File: config.mk
export PLATFORM = sky130hd
export DESIGN_NAME = ahb3lite_mlayer_master_port
export DESIGN_NICKNAME = d
export VERILOG_FILES = /design/src/rtl/ahb3lite_mlayer_master_port.sv
export SDC_FILE = /design/constraint.sdc
export NUM_CORES = 1
export LEC_CHECK = 0
export CAP_MARGIN = 10
export CORE_AREA = 2 2 386 388
export CTS_BUF_LIST = sky130_fd_sc_hd__clkbuf_8
export CTS_CLUSTER_SIZE = 24
export DETAILED_ROUTE_END_ITERATION = 16
export DIE_AREA = 0 0 388 390
export PLACE_DENSITY = 0.32
export RECOVER_POWER = 50
export SLEW_MARGIN = 20
export SYNTH_ARGS = -nofsm -noshare
export SYNTH_HDL_FRONTEND = slang
export SYNTH_SLANG_ARGS = --single-unit
File: constraint.sdc
create_clock -name HCLK -period 5.8 [get_ports HCLK]
set_clock_uncertainty 0.15 [all_clocks]
set_input_delay 0.87 -clock HCLK [delete_from_list [all_inputs] [get_ports HCLK]]
set_output_delay 0.87 -clock HCLK [all_outputs]
set_load 0.05 [all_outputs]
File: src/rtl/ahb3lite_mlayer_master_port.sv
// AHB3-Lite multi-layer switch, master side: decodes the address, requests and holds
// slave access, replays interrupted bursts and answers unmapped or timed-out accesses with ERROR.
module ahb3lite_mlayer_master_port #(
  parameter int                HADDR_SIZE  = 32,
  parameter int                HDATA_SIZE  = 32,
  parameter int                MASTERS     = 3,
  parameter int                SLAVES      = 8,
  parameter logic [SLAVES-1:0] SLAVE_MASK  = {SLAVES{1'b1}},
  parameter int                TIMEOUT     = 0,
  localparam int               MASTER_BITS = (MASTERS > 1) ? $clog2(MASTERS) : 1,
  localparam int               SLAVE_BITS  = (SLAVES > 1) ? $clog2(SLAVES) : 1
) (
  input  logic                              HCLK,
  input  logic                              HRESET,

  input  logic [MASTER_BITS-1:0]            mst_priority,
  input  logic                              mst_HSEL,
  input  logic [HADDR_SIZE-1:0]             mst_HADDR,
  input  logic [HDATA_SIZE-1:0]             mst_HWDATA,
  output logic [HDATA_SIZE-1:0]             mst_HRDATA,
  input  logic                              mst_HWRITE,
  input  logic [2:0]                        mst_HSIZE,
  input  logic [2:0]                        mst_HBURST,
  input  logic [3:0]                        mst_HPROT,
  input  logic [1:0]                        mst_HTRANS,
  input  logic                              mst_HMASTLOCK,
  output logic                              mst_HREADYOUT,
  input  logic                              mst_HREADY,
  output logic                              mst_HRESP,

  input  logic [SLAVES-1:0][HADDR_SIZE-1:0] slvHADDRmask,
  input  logic [SLAVES-1:0][HADDR_SIZE-1:0] slvHADDRbase,
  output logic [SLAVES-1:0]                 slvHSEL,
  output logic [HADDR_SIZE-1:0]             slvHADDR,
  output logic [HDATA_SIZE-1:0]             slvHWDATA,
  input  logic [SLAVES-1:0][HDATA_SIZE-1:0] slvHRDATA,
  output logic                              slvHWRITE,
  output logic [2:0]                        slvHSIZE,
  output logic [2:0]                        slvHBURST,
  output logic [3:0]                        slvHPROT,
  output logic [1:0]                        slvHTRANS,
  output logic                              slvHMASTLOCK,
  output logic                              slvHREADYOUT,
  input  logic [SLAVES-1:0]                 slvHREADY,
  input  logic [SLAVES-1:0]                 slvHRESP,

  output logic                              can_switch,
  output logic [MASTER_BITS-1:0]            slvpriority,
  input  logic [SLAVES-1:0]                 master_granted,

  output logic                              err_unmapped,
  output logic                              err_timeout
);

  localparam logic [1:0] HTRANS_IDLE   = 2'b00;
  localparam logic [1:0] HTRANS_NONSEQ = 2'b10;
  localparam logic [1:0] HTRANS_SEQ    = 2'b11;
  localparam logic [2:0] HBURST_SINGLE = 3'b000;
  localparam logic [2:0] HBURST_INCR   = 3'b001;
  localparam int         TCNT_W        = (TIMEOUT > 0) ? $clog2(TIMEOUT + 1) : 1;

  typedef enum logic [2:0] {ST_IDLE, ST_PENDING, ST_GRANTED, ST_ERR1, ST_ERR2} state_t;

  state_t                  state;
  logic [SLAVES-1:0]       hit, current_HSEL;
  logic [SLAVE_BITS-1:0]   current_sel, slave_sel;
  logic                    req, mapped, unmapped, cur_granted, cur_go, pend_go, timeout_hit;
  logic [3:0]              burst_cnt;
  logic [TCNT_W-1:0]       tcnt;

  logic [HADDR_SIZE-1:0]   reg_HADDR;
  logic                    reg_HWRITE, reg_HMASTLOCK;
  logic [2:0]              reg_HSIZE, reg_HBURST;
  logic [3:0]              reg_HPROT;
  logic [1:0]              reg_HTRANS;
  logic [SLAVES-1:0]       reg_HSEL;
  logic [MASTER_BITS-1:0]  reg_priority;

  // Address decode; overlapping regions resolve to the lowest slave index
  always_comb begin
    hit = '0;
    for (int s = 0; s < SLAVES; s++)
      hit[s] = SLAVE_MASK[s] & ((mst_HADDR & slvHADDRmask[s]) == (slvHADDRbase[s] & slvHADDRmask[s]));
    current_HSEL = hit & (~hit + SLAVES'(1));
    current_sel  = '0;
    for (int s = 0; s < SLAVES; s++)
      if (current_HSEL[s]) current_sel = SLAVE_BITS'(s);
  end

  assign req         = mst_HSEL & mst_HTRANS[1];
  assign mapped      = req & (|current_HSEL);
  assign unmapped    = req & ~(|current_HSEL);
  assign cur_granted = |(current_HSEL & master_granted);
  assign cur_go      = |(current_HSEL & master_granted & slvHREADY);
  assign pend_go     = master_granted[slave_sel] & slvHREADY[slave_sel];
  assign timeout_hit = (TIMEOUT > 0) && (state == ST_PENDING) && !pend_go &&
                       (tcnt == TCNT_W'(TIMEOUT - 1));

  // Address phase capture, replayed while waiting for a grant
  always_ff @(posedge HCLK) begin
    if (HRESET) begin
      reg_HTRANS <= HTRANS_IDLE;
      reg_HSEL   <= '0;
    end else if (mst_HREADY) begin
      reg_HTRANS <= mst_HSEL ? mst_HTRANS : HTRANS_IDLE;
      reg_HSEL   <= mst_HSEL ? current_HSEL : '0;
    end
  end

  always_ff @(posedge HCLK) begin
    if (mst_HREADY) begin
      reg_HADDR     <= mst_HADDR;
      reg_HWRITE    <= mst_HWRITE;
      reg_HSIZE     <= mst_HSIZE;
      reg_HBURST    <= mst_HBURST;
      reg_HPROT     <= mst_HPROT;
      reg_HMASTLOCK <= mst_HMASTLOCK;
      reg_priority  <= mst_priority;
    end
  end

  // Remaining SEQ beats of a fixed-length burst after the current one
  always_ff @(posedge HCLK) begin
    if (HRESET)
      burst_cnt <= '0;
    else if (mst_HREADY && mst_HSEL) begin
      if (mst_HTRANS == HTRANS_NONSEQ) begin
        case (mst_HBURST)
          3'b010, 3'b011: burst_cnt <= 4'd2;
          3'b100, 3'b101: burst_cnt <= 4'd6;
          3'b110, 3'b111: burst_cnt <= 4'd14;
          default:        burst_cnt <= 4'd0;
        endcase
      end else if (mst_HTRANS == HTRANS_SEQ && burst_cnt != 4'd0)
        burst_cnt <= burst_cnt - 4'd1;
    end
  end

  always_ff @(posedge HCLK) begin
    if (HRESET || state != ST_PENDING) tcnt <= '0;
    else                               tcnt <= tcnt + TCNT_W'(1);
  end

  always_ff @(posedge HCLK) begin
    if (HRESET) begin
      state        <= ST_IDLE;
      slave_sel    <= '0;
      err_unmapped <= 1'b0;
      err_timeout  <= 1'b0;
    end else begin
      err_unmapped <= 1'b0;
      err_timeout  <= 1'b0;
      case (state)
        ST_IDLE, ST_ERR2: begin
          if (mst_HREADY && unmapped) begin
            state        <= ST_ERR1;
            err_unmapped <= 1'b1;
          end else if (mst_HREADY && mapped) begin
            slave_sel <= current_sel;
            state     <= cur_granted ? ST_GRANTED : ST_PENDING;
          end else
            state <= ST_IDLE;
        end
        ST_PENDING: begin
          if (pend_go)
            state <= ST_GRANTED;
          else if (timeout_hit) begin
            state       <= ST_ERR1;
            err_timeout <= 1'b1;
          end
        end
        ST_GRANTED: begin
          if (mst_HREADY) begin
            if (unmapped) begin
              state        <= ST_ERR1;
              err_unmapped <= 1'b1;
            end else if (mapped) begin
              slave_sel <= current_sel;
              state     <= cur_go ? ST_GRANTED : ST_PENDING;
            end else
              state <= ST_IDLE;
          end
        end
        ST_ERR1: state <= ST_ERR2;
        default: state <= ST_IDLE;
      endcase
    end
  end

  always_comb begin
    mst_HREADYOUT = 1'b1;
    mst_HRESP     = 1'b0;
    mst_HRDATA    = '0;
    case (state)
      ST_PENDING: mst_HREADYOUT = 1'b0;
      ST_GRANTED: begin
        mst_HREADYOUT = slvHREADY[slave_sel];
        mst_HRESP     = slvHRESP[slave_sel];
        mst_HRDATA    = slvHRDATA[slave_sel];
      end
      ST_ERR1: begin
        mst_HREADYOUT = 1'b0;
        mst_HRESP     = 1'b1;
      end
      ST_ERR2: mst_HRESP = 1'b1;
      default: ;
    endcase
  end

  // A replayed burst remainder is restarted as NONSEQ of undefined length
  always_comb begin
    slvHWDATA = mst_HWDATA;
    if (state == ST_PENDING) begin
      slvHSEL      = timeout_hit ? '0 : reg_HSEL;
      slvHADDR     = reg_HADDR;
      slvHWRITE    = reg_HWRITE;
      slvHSIZE     = reg_HSIZE;
      slvHBURST    = (reg_HBURST[2:1] != 2'b00) ? HBURST_INCR : reg_HBURST;
      slvHPROT     = reg_HPROT;
      slvHTRANS    = (reg_HTRANS == HTRANS_SEQ) ? HTRANS_NONSEQ : reg_HTRANS;
      slvHMASTLOCK = reg_HMASTLOCK;
      slvpriority  = reg_priority;
      slvHREADYOUT = slvHREADY[slave_sel];
    end else begin
      slvHSEL      = (state == ST_ERR1 || state == ST_ERR2) ? '0 : ({SLAVES{mst_HSEL}} & current_HSEL);
      slvHADDR     = mst_HADDR;
      slvHWRITE    = mst_HWRITE;
      slvHSIZE     = mst_HSIZE;
      slvHBURST    = mst_HBURST;
      slvHPROT     = mst_HPROT;
      slvHTRANS    = mst_HTRANS;
      slvHMASTLOCK = mst_HMASTLOCK;
      slvpriority  = mst_priority;
      slvHREADYOUT = mst_HREADY & (|(current_HSEL & slvHREADY));
    end
  end

  // Undefined-length INCR never releases the slave mid-burst
  always_comb begin
    case (state)
      ST_PENDING: can_switch = ~master_granted[slave_sel];
      ST_GRANTED: can_switch = ~mst_HSEL |
                               (~mst_HMASTLOCK & mst_HREADY &
                                ((mst_HTRANS == HTRANS_IDLE) ||
                                 (mst_HTRANS == HTRANS_NONSEQ && mst_HBURST == HBURST_SINGLE) ||
                                 (mst_HTRANS == HTRANS_SEQ && mst_HBURST[2:1] != 2'b00 &&
                                  burst_cnt == 4'd0)));
      default:    can_switch = 1'b1;
    endcase
  end

endmodule

==> results.json <==
{
  "status": "complete, but fails checks",
  "violations": "capacitance limit, slew limit",
  "synth_top_area_frac": 0.236,
  "clk_latency_ns": 0.46,
  "avgSynthCellArea_um2": 9.10,
  "die_area_um2": 151000,
  "antenna_found_initial": 52,
  "drive_gt1_frac": 0.108,
  "track_usage": 0.134,
  "core_area_um2": 147000,
  "startpoint_type": "input pin",
  "critical_path_required_ns": 4.78,
  "relSlewSlack": -0.890,
  "via_per_inst": 3.16,
  "critPathBufInv": 3,
  "path_class": "in -> out",
  "cts_inserted_buffers": 9,
  "critPathCaptureType": "output pin",
  "drt-total-wl_mm": 106,
  "rsz0062_at_grt": "no",
  "grt_pass1_wl_mm": 133,
  "synth_edf_count": 46,
  "wire_per_inst_um": 27.1,
  "tritoncts": "built",
  "synth_area_leaders": "xor2_1, mux4_2, edfxtp_1",
  "cpMaxStageDelayCell": "or4_1",
  "max_freq_ghz": 0.180,
  "io_buffers": 936,
  "ant_nets": 0,
  "finalPower_mw": 2.64,
  "critPathMaxFanout": 8,
  "ir_worst_vdd_uv": 113,
  "ios": 1002,
  "start_util": 0.0646,
  "grt_start_max_net_pins": 59,
  "grt_pass1_vias": 13300,
  "synth_cells": 1044,
  "max_slew.worst_pin.slew_ns": 2.83,
  "clock_sinks": 67,
  "vias": 12400,
  "slew_violations": 33,
  "crit_chain": "dlygate4sd3_1 -> buf_12 -> xor2_1 -> a22oi_1 -> nand4_1 -> or4_1 -> nand4_1 -> o221ai_1 -> a211oi_1 -> o31ai_1 -> buf_12",
  "fin_hold_ws_ns": 0.318,
  "dp_hpwl_mm": 93.4,
  "power_leakage_nw": 7.51,
  "place_congestion": 0.818,
  "fp-row-count": 141,
  "cts.path.max_buffers": 2,
  "drc": 0,
  "ys.flop_type": "edfxtp_1",
  "setup_violations": 0,
  "synth_top_cell_by_area": "xor2_1",
  "finalHoldViolCount": 0,
  "yosysMostFrequentCell": "xor2_1",
  "arrival_ns": 4.53,
  "ys_warn_count": 0,
  "die_width_um": 388,
  "nFillCells": 16800,
  "ys_types": 55,
  "synth-seq-cells": 67,
  "fin_ws_ns": 0.252,
  "cpPeakStageDelay_ns": 0.82,
  "place_ws_ns": -0.345,
  "maxCapViolCount": 1,
  "synth_commonest_cells": "xor2_1, nand2_1, a22oi_1",
  "dr.pass1.iters": 4,
  "nets": 2846,
  "grt.overflow.total": 0,
  "die-height_um": 390,
  "yosysSeqAreaShare": 0.190,
  "root_buffer": "clkbuf_8",
  "crit_family": "simple AND/OR/NAND/NOR gates",
  "netlist_area_um2": 9500,
  "synthArstFlopShare": 0,
  "drt_iter0_markers": 549,
  "area_delta_synth_final_pct": 128,
  "min_period_ns": 5.55,
  "clk_pin_slew_ns": 0.10,
  "ctsHtreeMaxLevel": 3,
  "synthesis.nets": 1921,
  "min_path_type": "reg -> reg",
  "power_density_nw_per_um2": 122,
  "period_share": 0.956
}
## final cells by class
class	count	area, um^2	area share
Antenna cell	13	32.5	0.00150
Clock buffer	9	124	0.00572
Clock inverter	7	98.8	0.00456
Inverter	7	26.3	0.00121
Multi-Input combinational cell	863	7110	0.328
Sequential cell	67	1810	0.0835
Tap cell	1930	2410	0.111
Timing Repair Buffer	1021	10100	0.464
## state kept, by name (all words and copies together), names as in the netlist, 2 cells and up
register,cells
burst_cnt,4
reg_HADDR,32
reg_HBURST,3
reg_HPROT,4
reg_HSEL,8
reg_HSIZE,3
reg_HTRANS,2
reg_priority,2
slave_sel,3
state,3
## logic make-up (layout without fill, tap and decap cells)
family,after synthesis,count (layout),synth area share
mux,104,104,0.202
compound gates,195,195,0.147
buf+inv,114,1044,0.0716
simple gates,306,306,0.152
flops,67,67,0.190
other cells,1,14,0.000395
fa+ha+maj,1,1,0.00132
xor+xnor,256,256,0.236
## per-layer routing
metal	wire, um	vias up	GRT usage
li1	-	5687	-
met1	44600	5940	0.166
met2	51400	604	0.232
met3	8090	115	0.0426
met4	1630	36	0.0193
met5	207	-	0
## worst reg2reg max path, cell delays in order (launching register included)
cell,delay [ns]
dfxtp_4,0.78
mux4_2,0.59
mux2_2,0.31
a21oi_1,0.21
nor3_1,0.10
o221ai_1,0.14
o311ai_1,0.12
## layout by cell type (no fill, tap or decap), types with 5 or more instances in the layout
cell             count
clkdlybuf4s50_1    896
xor2_1             255
nand2_1            155
a22oi_1            125
buf_4               78
mux4_2              70
nor2_1              56
edfxtp_1            46
nand4_1             33
mux2i_1             32
a21oi_1             24
dfxtp_1             18
dlygate4sd3_1       17
nand3_1             15
diode_2             13
o21ai_0             12
buf_12              12
buf_2               11
clkbuf_8             9
nor3_1               8
inv_1                7
a211oi_1             7
nor4_4               7
clkbuf_1             5
## final timing paths
| kind | depth (start not counted) | start | to | slack, ns |
|---|---|---|---|---|
| worst min-delay path | 2 | reg_HSEL[7] | reg_HSEL[7] | 0.32 |
| worst min register to register | 2 | reg_HSEL[7] | reg_HSEL[7] | 0.32 |
| worst max register to register | 6 | slave_sel[0] | state[1] | 3.24 |
| worst max-delay path | 11 | mst_HADDR[29] | slvHREADYOUT | 0.25 |
## per-stage QoR
stage,utilization,cell area [um^2],setup TNS (ns),std cells
6_report,0.147,21700,0,3917
5_1_grt,0.147,21600,0,3908
4_1_cts,0.147,21600,0,3904
3_5_place_dp,0.145,21400,-0.395,3887
3_3_place_gp,0.145,21400,-0.498,3887
2_1_floorplan,-,9500,0,1044
## where the power goes
group | total [mW] | switching (mW) | internal, mW
logic | 1.55 | 0.758 | 0.792
registers | 0.552 | 0.0107 | 0.542
clock network | 0.535 | 0.289 | 0.246
total | 2.64 | 1.06 | 1.58
## timing repair
| item | in CTS | in global routing |
|---|---|---|
| pin swaps | 3 | 0 |
| hold endpoints to repair | 0 | 0 |
| hold buffers | 0 | 0 |
| endpoints found under the setup margin | 3 | 1 |
| gates resized for setup | 5 | 2 |
| setup buffers | 1 | 0 |
Power figures use the tool's default switching activity.
